## src/rtl/fso_deframer.sv

```systemverilog
// FSO receive deframer: hunts for the SYNC word, verifies a run of good frames, then emits payload with flywheel loss handling.
// Optional PRBS15 payload descrambler is compiled in when FSO_DEFRAMER_DESCRAMBLE_EN is defined.
module fso_deframer #(
    parameter int              W                = 32,
    parameter int              PAYLOAD_WORDS    = 16,
    parameter int              FRAMES_PER_BLOCK = 255,
    parameter logic [W-1:0]    SYNC_WORD        = 32'h1ACFFC1D,
    parameter int              LOCK_FRAMES      = 3,
    parameter int              LOSS_FRAMES      = 2
) (
    input  logic          clk,
    input  logic          rst_n,
    input  logic [W-1:0]  i_rx_data,
    input  logic          i_rx_valid,
    output logic          o_rx_ready,
    input  logic          i_descrambler_en,
    output logic [W-1:0]  o_payload_data,
    output logic          o_payload_valid,
    output logic          o_payload_block_start,
    input  logic          i_payload_ready,
    output logic          o_locked,
    output logic [15:0]   o_frame_in_block,
    output logic [15:0]   o_block_id,
    output logic [15:0]   o_frame_index,
    output logic [15:0]   o_sync_err_cnt
);

    localparam int            PW       = $clog2(PAYLOAD_WORDS + 2);
    localparam logic [PW-1:0] POS_LAST = PW'(PAYLOAD_WORDS + 1);
    localparam logic [15:0]   FPB      = 16'(FRAMES_PER_BLOCK);
    localparam logic [7:0]    LOCK_N   = 8'(LOCK_FRAMES);
    localparam logic [7:0]    LOSS_N   = 8'(LOSS_FRAMES);

    typedef enum logic [1:0] {HUNT, VERIFY, LOCKED} state_t;

    state_t        state, state_next;
    logic [PW-1:0] pos, pos_next, pos_inc;
    logic [7:0]    good, good_next;
    logic [7:0]    miss, miss_next;
    logic          sync_ok, sync_ok_next;
    logic          xfer, is_sync, fib_ok;
    logic          emit, hdr_load, frame_good, err_inc;
    logic [W-1:0]  keystream;

    assign o_rx_ready = rst_n && (!o_payload_valid || i_payload_ready);
    assign xfer       = i_rx_valid && o_rx_ready;
    assign is_sync    = (i_rx_data == SYNC_WORD);
    assign fib_ok     = (i_rx_data[15:0] < FPB);
    assign pos_inc    = (pos == POS_LAST) ? '0 : pos + PW'(1);
    assign o_locked   = (state == LOCKED);

    always_comb begin
        state_next   = state;
        pos_next     = pos;
        good_next    = good;
        miss_next    = miss;
        sync_ok_next = sync_ok;
        emit         = 1'b0;
        hdr_load     = 1'b0;
        frame_good   = 1'b0;
        err_inc      = 1'b0;
        if (xfer) begin
            case (state)
                HUNT: begin
                    if (is_sync) begin
                        state_next   = VERIFY;
                        pos_next     = PW'(1);
                        good_next    = 8'd1;
                        sync_ok_next = 1'b1;
                    end
                end
                VERIFY: begin
                    pos_next = pos_inc;
                    if (pos == '0) begin
                        if (is_sync) begin
                            sync_ok_next = 1'b1;
                            good_next    = good + 8'd1;
                        end else begin
                            state_next = HUNT;
                            pos_next   = '0;
                        end
                    end else if (pos == PW'(1)) begin
                        hdr_load = 1'b1;
                        if (sync_ok && fib_ok) begin
                            frame_good = 1'b1;
                        end else begin
                            state_next = HUNT;
                            pos_next   = '0;
                        end
                    end else if (pos == POS_LAST && good >= LOCK_N) begin
                        // Lock takes effect at a frame boundary so emission starts on a whole frame.
                        state_next = LOCKED;
                        miss_next  = 8'd0;
                    end
                end
                LOCKED: begin
                    pos_next = pos_inc;
                    if (pos == '0) begin
                        sync_ok_next = is_sync;
                    end else if (pos == PW'(1)) begin
                        hdr_load = 1'b1;
                        if (sync_ok && fib_ok) begin
                            frame_good = 1'b1;
                            miss_next  = 8'd0;
                        end else begin
                            err_inc   = 1'b1;
                            miss_next = miss + 8'd1;
                            if (miss + 8'd1 >= LOSS_N) begin
                                state_next = HUNT;
                                pos_next   = '0;
                                miss_next  = 8'd0;
                            end
                        end
                    end else begin
                        emit = 1'b1;
                    end
                end
                default: begin
                    state_next = HUNT;
                    pos_next   = '0;
                end
            endcase
        end
    end

    always_ff @(posedge clk or negedge rst_n) begin
        if (!rst_n) begin
            state                 <= HUNT;
            pos                   <= '0;
            good                  <= 8'd0;
            miss                  <= 8'd0;
            sync_ok               <= 1'b0;
            o_payload_data        <= '0;
            o_payload_valid       <= 1'b0;
            o_payload_block_start <= 1'b0;
            o_frame_in_block      <= 16'd0;
            o_block_id            <= 16'd0;
            o_frame_index         <= 16'd0;
            o_sync_err_cnt        <= 16'd0;
        end else begin
            state   <= state_next;
            pos     <= pos_next;
            good    <= good_next;
            miss    <= miss_next;
            sync_ok <= sync_ok_next;
            if (hdr_load) begin
                o_block_id       <= i_rx_data[31:16];
                o_frame_in_block <= i_rx_data[15:0];
            end
            if (frame_good)
                o_frame_index <= o_frame_index + 16'd1;
            if (err_inc && o_sync_err_cnt != 16'hFFFF)
                o_sync_err_cnt <= o_sync_err_cnt + 16'd1;
            // emit only happens when the output register is free or draining this cycle.
            if (emit) begin
                o_payload_valid       <= 1'b1;
                o_payload_data        <= i_rx_data ^ keystream;
                o_payload_block_start <= (pos == PW'(2)) && (o_frame_in_block == 16'd0);
            end else if (i_payload_ready) begin
                o_payload_valid       <= 1'b0;
                o_payload_block_start <= 1'b0;
            end
        end
    end

`ifdef FSO_DEFRAMER_DESCRAMBLE_EN
    logic [14:0]  lfsr, lfsr_adv;
    logic [W-1:0] ks_word;
    logic         descr_en;

    // PRBS15 x^15+x^14+1, 32 steps per word, first generated bit lands in the MSB.
    always_comb begin
        logic [14:0] s;
        logic        b;
        s       = lfsr;
        b       = 1'b0;
        ks_word = '0;
        for (int i = W - 1; i >= 0; i--) begin
            b          = s[14] ^ s[13];
            ks_word[i] = b;
            s          = {s[13:0], b};
        end
        lfsr_adv = s;
    end

    always_ff @(posedge clk or negedge rst_n) begin
        if (!rst_n) begin
            lfsr     <= 15'h7FFF;
            descr_en <= 1'b0;
        end else if (hdr_load) begin
            lfsr     <= 15'h7FFF;
            descr_en <= i_descrambler_en;
        end else if (emit) begin
            lfsr <= lfsr_adv;
        end
    end

    assign keystream = descr_en ? ks_word : '0;
`else
    logic unused_descr_en;
    assign unused_descr_en = i_descrambler_en;
    assign keystream       = '0;
`endif

endmodule
```

## config.mk

```make
export PLATFORM = sky130hd
export DESIGN_NAME = fso_deframer
export DESIGN_NICKNAME = d
export VERILOG_FILES = /design/src/rtl/fso_deframer.sv
export SDC_FILE = /design/constraint.sdc
export NUM_CORES = 1
export LEC_CHECK = 0
export CORE_MARGIN = 5
export CORE_UTILIZATION = 53
export CTS_CLUSTER_DIAMETER = 80
export DETAILED_ROUTE_END_ITERATION = 10
export GPL_ROUTABILITY_DRIVEN = 0
export PLACE_DENSITY = 0.9
export SYNTH_ARGS = -nofsm -noshare
export SYNTH_HDL_FRONTEND = slang
export SYNTH_SLANG_ARGS = --single-unit
```

## constraint.sdc

```tcl
create_clock -name clk -period 7.4 [get_ports clk]
set_clock_uncertainty 0.05 [all_clocks]
set_input_delay 0.74 -clock clk [delete_from_list [all_inputs] [get_ports clk]]
set_output_delay 0.74 -clock clk [all_outputs]
set_load 0.1 [all_outputs]
```

# Word level (Yosys, flattened, before mapping)
# Cells that the tools add are included.
[classes]
magnitude_cmp = 3
n_reduce_logical = 21
mux = 59
n_eq_ne = 21
addsub = 5
[op_table]
columns = ["cell", "n"]
rows = [
  ["two-way mux 8 bit", 10],
  ["two-way mux 5 bit", 10],
  ["adder 16 x 1 -> 16 bit (second input constant)", 2],
  ["equality test 32 x 29 -> 1 bit (second input constant)", 1],
  ["one-hot mux 8 bit (2 select lines)", 2],
  ["two-way mux 1 bit", 24],
  ["two-way mux 2 bit", 10],
  ["adder 8 x 1 -> 8 bit (second input constant)", 2],
  [">= comparator 8 x 2 -> 1 bit (second input constant)", 2],
  ["zero test 16 bit", 1],
  ["< comparator 16 x 8 -> 1 bit (second input constant)", 1],
  ["inequality test 16 bit (second input constant)", 1],
  ["inequality test 2 bit (second input constant)", 8],
  ["one-hot mux 5 bit (3 select lines)", 1],
  ["AND reduction 9 bit", 1],
  ["inequality test 4 bit (second input constant)", 2],
  ["AND reduction 7 bit", 1],
  ["logical AND 1 bit", 6],
  ["inequality test 2 x 1 -> 1 bit (second input constant)", 3],
  ["one-hot mux 2 bit (3 select lines)", 1],
  ["nonzero test 2 bit", 3],
  ["adder 5 x 1 -> 5 bit (second input constant)", 1],
  ["equality test 5 x 1 -> 1 bit (second input constant)", 1],
  ["equality test 5 x 2 -> 1 bit (second input constant)", 1],
  ["other kinds (14)", 14],
]
[word_totals]
input_bits = 37
regBits = 122
output_inout_bits = 100

# Longest topological paths before layout
[logic_depth]
depth_word = 8
depth_mapped = 9

# Worst setup path after synthesis
# OpenSTA, ideal clock, no wires.
[synth_timing]
path_kind = "reg2reg"
startpoint = "register state[0]"
endpoint = "register o_sync_err_cnt[9]"
setup_slack_ns = 4.574
stages_incl_launch_ff = 7
setup_time_ns = 0.159
arrival_time_ns = 2.617
n_path_buf = 0
path_cell_list = "dfrtp_1 inv_1 ha_1 nand3_1 nor4_1 nand3_1 xnor2_1"
[synth_via]
elab_chain_len = 4
[synth_rtl]
columns = ["element", "line", "rtl"]
rows = [
  ["from (decl)", "36", "state_t state, state_next;"],
  ["from (signal assigned)", "141", "state <= state_next;"],
  ["equality test 2 bit", "n/a", ""],
  ["via o_locked", "21", "output logic o_locked,"],
  ["two-way mux 1 bit", "63", "case (state)"],
  ["two-way mux 1 bit", "62", "if (xfer) begin"],
  ["logical AND 1 bit", "152", "if (err_inc && o_sync_err_cnt != 16'hFFFF)"],
  ["to (signal assigned)", "153", "o_sync_err_cnt <= o_sync_err_cnt + 16'd1;"],
  ["to (decl)", "25", "output logic [15:0] o_sync_err_cnt"],
]
# The timed path passes the listed nets, and every way through them passes these cells.
# A chain may end at the register's enable or synchronous reset.

# Final worst setup path
[layout_timing]
startpoint = "input i_payload_ready"
endpoint = "output o_rx_ready"
[layout_via]
elab_chain_len = 2
[layout_rtl]
columns = ["element", "line", "rtl"]
rows = [
  ["from (decl)", "20", "input logic i_payload_ready,"],
  ["logical OR 1 bit", "45", "assign o_rx_ready = rst_n && (!o_payload_valid || i_payload_ready);"],
  ["logical AND 1 bit", "45", ""],
  ["to (decl)", "15", "output logic o_rx_ready,"],
]
# No other way between the ends.

==> load_flow_metrics.sql <==
INSERT INTO impl_metrics (metric_group, metric, value, unit) VALUES
('sta', 'relSlewSlack', '28.5', '%'),
('critical_path', 'setup.worst_path.end', 'o_rx_ready', ''),
('global_route', 'grt_util_all_layers', '27.3', '%'),
('hold_path', 'hold_class', 'in2async', ''),
('cells_and_area', 'finish.net_count', '645', ''),
('critical_path', 'crit_type', 'in2out', ''),
('critical_path', 'worst_setup_path_end_kind', 'output pin', ''),
('floorplanning', 'core_area', '10300', 'um2'),
('logic_synthesis', 'synth_top_cells_by_area', 'dfrtp_1 55%, mux2_2 14%, xnor2_1 3.5%, ha_1 2.9%, nand3_1 2.6%', ''),
('placed_design', 'placedInstanceArea', '7030', 'um2'),
('sta', 'grt_setup_unrepaired', 'false', ''),
('critical_path', 'regToRegEndpoint', 'pos[3]', ''),
('routing', 'detail_routed_net_length_per_standard_cell', '21.9', 'um'),
('critical_path', 'worstPathCellList', 'clkdlybuf4s50_1 > or2b_2 > and2_1 > clkdlybuf4s50_1', ''),
('critical_path', 'arrival_time_at_the_worst_endpoint', '2720', 'ps'),
('floorplanning', 'ios', '137', ''),
('critical_path', 'critPathMaxStageDelay', '1140', 'ps'),
('floorplanning', 'initial_utilization', '53.9', '%'),
('floorplanning', 'chipHeight', '112', 'um'),
('global_route', 'grt_max_degree', '80', ''),
('sta', 'layout_worst_path_cycle_share', '47.5', '%'),
('floorplanning', 'dieWidth', '112', 'um'),
('clocking', 'clk-insertion-delay-late', '520', 'ps'),
('logic_synthesis', 'synth-edff-count', '0', ''),
('cells_and_area', 'antennaDiodeCount', '0', ''),
('clocking', 'clock_slew_at_the_register_clock_pins_of_the_worst_setup_and_hold_paths', '60', 'ps'),
('run_status', 'run_status', 'complete, no violations', ''),
('clocking', 'h-tree-depth', '4', ''),
('sta', 'setup_tns', '0', 'ps'),
('power_and_ir_drop', 'leakagePower', '3.44', 'nW'),
('sta', 'final_critical_path_setup_slack', '3890', 'ps'),
('global_route', 'grt_remaining_overflow', '0', ''),
('logic_synthesis', 'yosysTopAreaCellShare', '55.1', '%'),
('global_route', 'grt_pass1_vias', '4800', ''),
('sta', 'finalSetupViolations', '0', ''),
('sta', 'report.final.slew_viol_count', '0', ''),
('logic_synthesis', 'post_synth_instance_area', '5540', 'um2'),
('power_and_ir_drop', 'pwr_density_cell', '463', 'nW/um2'),
('sta', 'post-route-min-period', '3510', 'ps'),
('routing', 'drt_drc_violations_left', '0', ''),
('floorplanning', 'floorplan_row_count', '37', ''),
('clocking', 'cts-buffers-inserted', '17', ''),
('critical_path', 'worstPathRequired', '6610', 'ps'),
('clocking', 'tritoncts_num_sinks', '122', ''),
('routing', 'antenna_violating_nets_post_route', '0', ''),
('routing', 'detail_route.first_pass.iterations', '5', ''),
('logic_synthesis', 'synth.yosys.seq_area_share', '55.1', '%'),
('clocking', 'post_cts_setup_bufs', '0', ''),
('critical_path', 'r2r.worst_path.cells', '7', ''),
('clocking', 'cts_repair_resize_count', '0', ''),
('flow_run', 'maxCapViolations', '0', ''),
('logic_synthesis', 'post-synth-top-area-cell', 'dfrtp_1', ''),
('cells_and_area', 'layout-drive-gt1-share', '18.6', '%'),
('global_route', 'grt_first_pass_wirelength', '26700', 'um'),
('floorplanning', 'design.die.area', '12600', 'um2'),
('logic_synthesis', 'syn_avg_cell_area', '12.3', 'um2'),
('critical_path', 'critical_path.reg2reg.startpoint', 'pos[0]', ''),
('routing', 'avgViaCountPerCell', '5.88', ''),
('critical_path', 'reg2reg_slack', '4460', 'ps'),
('sta', 'hold_violations', '0', ''),
('placed_design', 'pre_cts_ws', '3900', 'ps'),
('logic_synthesis', 'synth.net_count', '501', ''),
('clocking', 'cts_hold_buffers', '0', ''),
('routing', 'vias', '4372', ''),
('clocking', 'cts-root-to-sink-buffers', '2', ''),
('global_route', 'antenna_found_initial', '0', ''),
('critical_path', 'cp_max_fo', '4', ''),
('critical_path', 'crit_path_start_kind', 'input port', ''),
('critical_path', 'timing.critical_path.slowest_stage_cell', 'clkdlybuf4s50_1', ''),
('clocking', 'tritoncts', 'built', ''),
('clocking', 'clk_root_buffer_cell', 'clkbuf_8', '');
-- synth_stat cells (8+ instances only) --
library cell and n:
nand3_1 29, nor2_1 21, xnor2_1 22, and3_1 12, xor2_1 14, inv_1 13
ha_1 13, nand4_1 15, nand2_1 17, clkbuf_1 11, nor3_1 12, mux2_2 67
nor2b_1 8, dfrtp_1 122
-- critical path: cells and delay by family --
family / cells / cell delay, ps
buffers and inverters: 2 / 1660
AND/OR/NAND/NOR: 2 / 320
-- kinds of logic (layout without fill, tap and decap cells) --
group / Yosys count / after routing / synth area share (%)
AOI/OAI and AO/OA: 28 / 28 / 3.41
xor gates and xnor gates: 36 / 36 / 5.69
adders and majority gates: 13 / 13 / 2.94
buffers and inverters: 26 / 183 / 1.81
DFF: 122 / 122 / 55.1
muxes: 69 / 69 / 14.0
and+or+nand+nor: 157 / 157 / 17.1
-- routing by layer --
layer | vias to the layer above | routed length [um] | track usage [%]
met5 | - | 0 | 0
met4 | 0 | 382 | 9.38
met3 | 37 | 1490 | 11.9
met2 | 196 | 8470 | 46.5
met1 | 2223 | 5990 | 30.8
li1 | 1916 | - | -
-- cells in the final DEF, fill, tap and decap left out, types with 2 or more instances in the layout --
| cell | count |
|---|---|
| a211oi_1 | 2 |
| a21oi_1 | 6 |
| a221o_1 | 3 |
| a22o_1 | 2 |
| and2_1 | 3 |
| and3_1 | 12 |
| and4_1 | 2 |
| and4b_2 | 2 |
| buf_4 | 4 |
| bufinv_16 | 2 |
| clkbuf_16 | 16 |
| clkbuf_8 | 3 |
| clkdlybuf4s50_1 | 134 |
| clkinv_2 | 5 |
| clkinvlp_4 | 4 |
| dfrtp_1 | 122 |
| ha_1 | 13 |
| inv_1 | 13 |
| mux2_2 | 67 |
| mux2i_1 | 2 |
| nand2_1 | 17 |
| nand2b_1 | 2 |
| nand3_1 | 29 |
| nand4_1 | 15 |
| nor2_1 | 21 |
| nor2b_1 | 8 |
| nor3_1 | 12 |
| nor3b_1 | 2 |
| nor4_1 | 6 |
| nor4b_1 | 7 |
| nor4bb_1 | 2 |
| o21ai_0 | 7 |
| or4_1 | 3 |
| xnor2_1 | 22 |
| xor2_1 | 14 |
-- sequential cells by signal, summed over array words and instances (netlist names) --
register / flops
o_block_id: 16
o_frame_in_block: 16
pos: 5
o_payload_valid: 1
o_frame_index: 16
miss: 8
good: 8
o_sync_err_cnt: 16
o_payload_block_start: 1
state: 2
o_payload_data: 32
sync_ok: 1
-- stage by stage --
step	total power, mW	instances	utilization, %	hold WS [ps]
4_1_cts	3.53	744	73.9	165
3_5_place_dp	2.69	712	68.4	412
5_1_grt	3.63	744	73.9	191
3_3_place_gp	2.65	712	68.4	410
6_report	3.52	744	73.9	160
2_1_floorplan	2.24	451	-	394
-- where the power goes --
part	internal, mW	switching, mW	total (mW)	leakage [nW]
Sequential	0.824	0.125	0.949	1.66
Combinational	0.415	1.37	1.78	1.51
Clock	0.493	0.297	0.790	0.272
Total	1.73	1.79	3.52	3.44
-- worst min path at each step --
stage                      start  cells after the start  slack, ps                  to
4_1_cts                    rst_n                      1        170       o_block_id[8]
3_3_place_gp   o_frame_index[15]                      1        410   o_frame_index[15]
2_1_floorplan              rst_n                      0        390             good[0]
3_5_place_dp   o_frame_index[15]                      1        410   o_frame_index[15]
6_report                   rst_n                      1        160  o_payload_data[18]
5_1_grt                    rst_n                      1        190       o_block_id[8]
-- layout make-up --
| type | count | area (um2) |
|---|---|---|
| clock buffer | 20 | 445 |
| clock inverter | 12 | 124 |
| fill | 582 | 2680 |
| inverter | 13 | 48.8 |
| multi-input combinational | 303 | 2390 |
| sequential | 122 | 3050 |
| tap | 136 | 170 |
| timing repair buffer | 138 | 1370 |
Power figures use the tool's default switching activity.
==> edit (same settings) <==
Change the parameter `PAYLOAD_WORDS` from 16 to 32.
--- a/src/rtl/fso_deframer.sv
+++ b/src/rtl/fso_deframer.sv
@@ -4,3 +4,3 @@
     parameter int              W                = 32,
-    parameter int              PAYLOAD_WORDS    = 16,
+    parameter int              PAYLOAD_WORDS    = 32,
     parameter int              FRAMES_PER_BLOCK = 255,
Formal check against the unedited RTL: same outputs for any inputs over 4 cycles, from zero or initial values and one cycle with rst_n low; that may be too few to reach the edited logic, so the function may still have changed.
==> edit against the original RTL <==
Cell area is 1.7% higher. Routed wire length is 3.2% lower. Sequential cell count up 1. Highest routed layer unchanged. Synthesized area up 1.8%. Die area rose by 1.6%. Worst setup slack worse by 0.024 ns.
Power is left out: the tool's default activity adds up to more than one toggle a clock period on the data nets, which glitch-free logic cannot reach.
==> edit: results (changes against the original RTL) <==
----------------------------------------------------
[Outcome]
  Status ... complete, no violations

[Global route]
  Met2 layer usage reported by global route ... 42.0% (-4.5 points)
  Met1 usage in global routing ... 30.3% (-0.55 points)
  Global-route met3 utilization ... 11.1% (-0.79 points)
  First-pass GRT wire length ... 25900 um (-2.9%)
  Largest net degree at the start of global routing ... 69 (-14%)
  Via count of the first global-routing pass ... 4807 (+0.15%)

[Synthesis]
  Register area share after synthesis ... 54.6% (-0.52 points)
  Main area contributors after synthesis ... sky130_fd_sc_hd__dfrtp_1 (55%), sky130_fd_sc_hd__mux2_2 (13%), sky130_fd_sc_hd__xnor2_1 (3.6%)
  Top cell types by occurrence after synthesis ... sky130_fd_sc_hd__dfrtp_1 (123), sky130_fd_sc_hd__mux2_2 (66), sky130_fd_sc_hd__nand2_1 (36)

[Route]
  Initial DRC Count ... 289 (-17%)
  Detailed route wirelength on metal3 ... 1500 um (+0.67%)
  Sum of met2 wire segment lengths after detailed routing ... 7760 um (-8.4%)
  Via count ... 4428 (+1.3%)

[Placement]
  Worst slack at placement ... 3.52 ns (-0.387 ns)
  Post-DP Area ... 0.00713 mm^2 (+1.4%)
  Cell Count Post-Placement ... 733 (+2.9%)
  HPWL after detailed placement ... 10300 um (-0.97%)

[Final layout]
  Number of filler cells placed in the layout ... 590 (+1.4%)
  Fraction of final layout cells sized beyond drive strength 1 ... 18.1% (-0.46 points)
  Growth of design area from synthesis to finish ... 37.1% (about the same)

[Setup path]
  Cell type group with the largest total delay on the critical path ... simple AND/OR/NAND/NOR gates
  Crit path max fanout ... 13 (+9)
  Type of the worst setup path ... input pin to flop
  Max incr delay on CP ... 0.55 ns (-0.59 ns)

[STA]
  Worst hold margin ... 0.215 ns (+0.0543 ns)
  Clock period minus final worst setup slack ... 3.54 ns (+0.0238 ns)

----------------------------------------------------
edit: cell types whose count changed in the layout (fill, tap and decap cells not counted), sizes merged, moves of 4 or more:
cell / unedited run / this run
a21o: 0 / 4
nand2: 17 / 36
nand3: 29 / 15
xor2: 14 / 10
and3: 12 / 8
edit: layout make-up:
| type | instances | share of cell area, % |
|---|---|---|
| well taps | 136 | 2.20 |
| flip-flops and latches | 123 | 39.8 |
| clock inverters | 14 | 2.20 |
| repair buffers | 139 | 17.8 |
| inverters | 15 | 0.729 |
| clock buffers | 18 | 5.54 |
| multi-input cells | 320 | 31.7 |
edit: cells by family (layout without fill, tap and decap cells):
group,Yosys count,after routing,synth area share (%)
AOI/OAI and AO/OA,46,46,5.68
xor gates and xnor gates,33,33,5.13
adders and majority gates,13,13,2.89
buffers and inverters,27,186,2.04
DFF,123,123,54.6
muxes,71,71,14.1
and+or+nand+nor,157,157,15.6
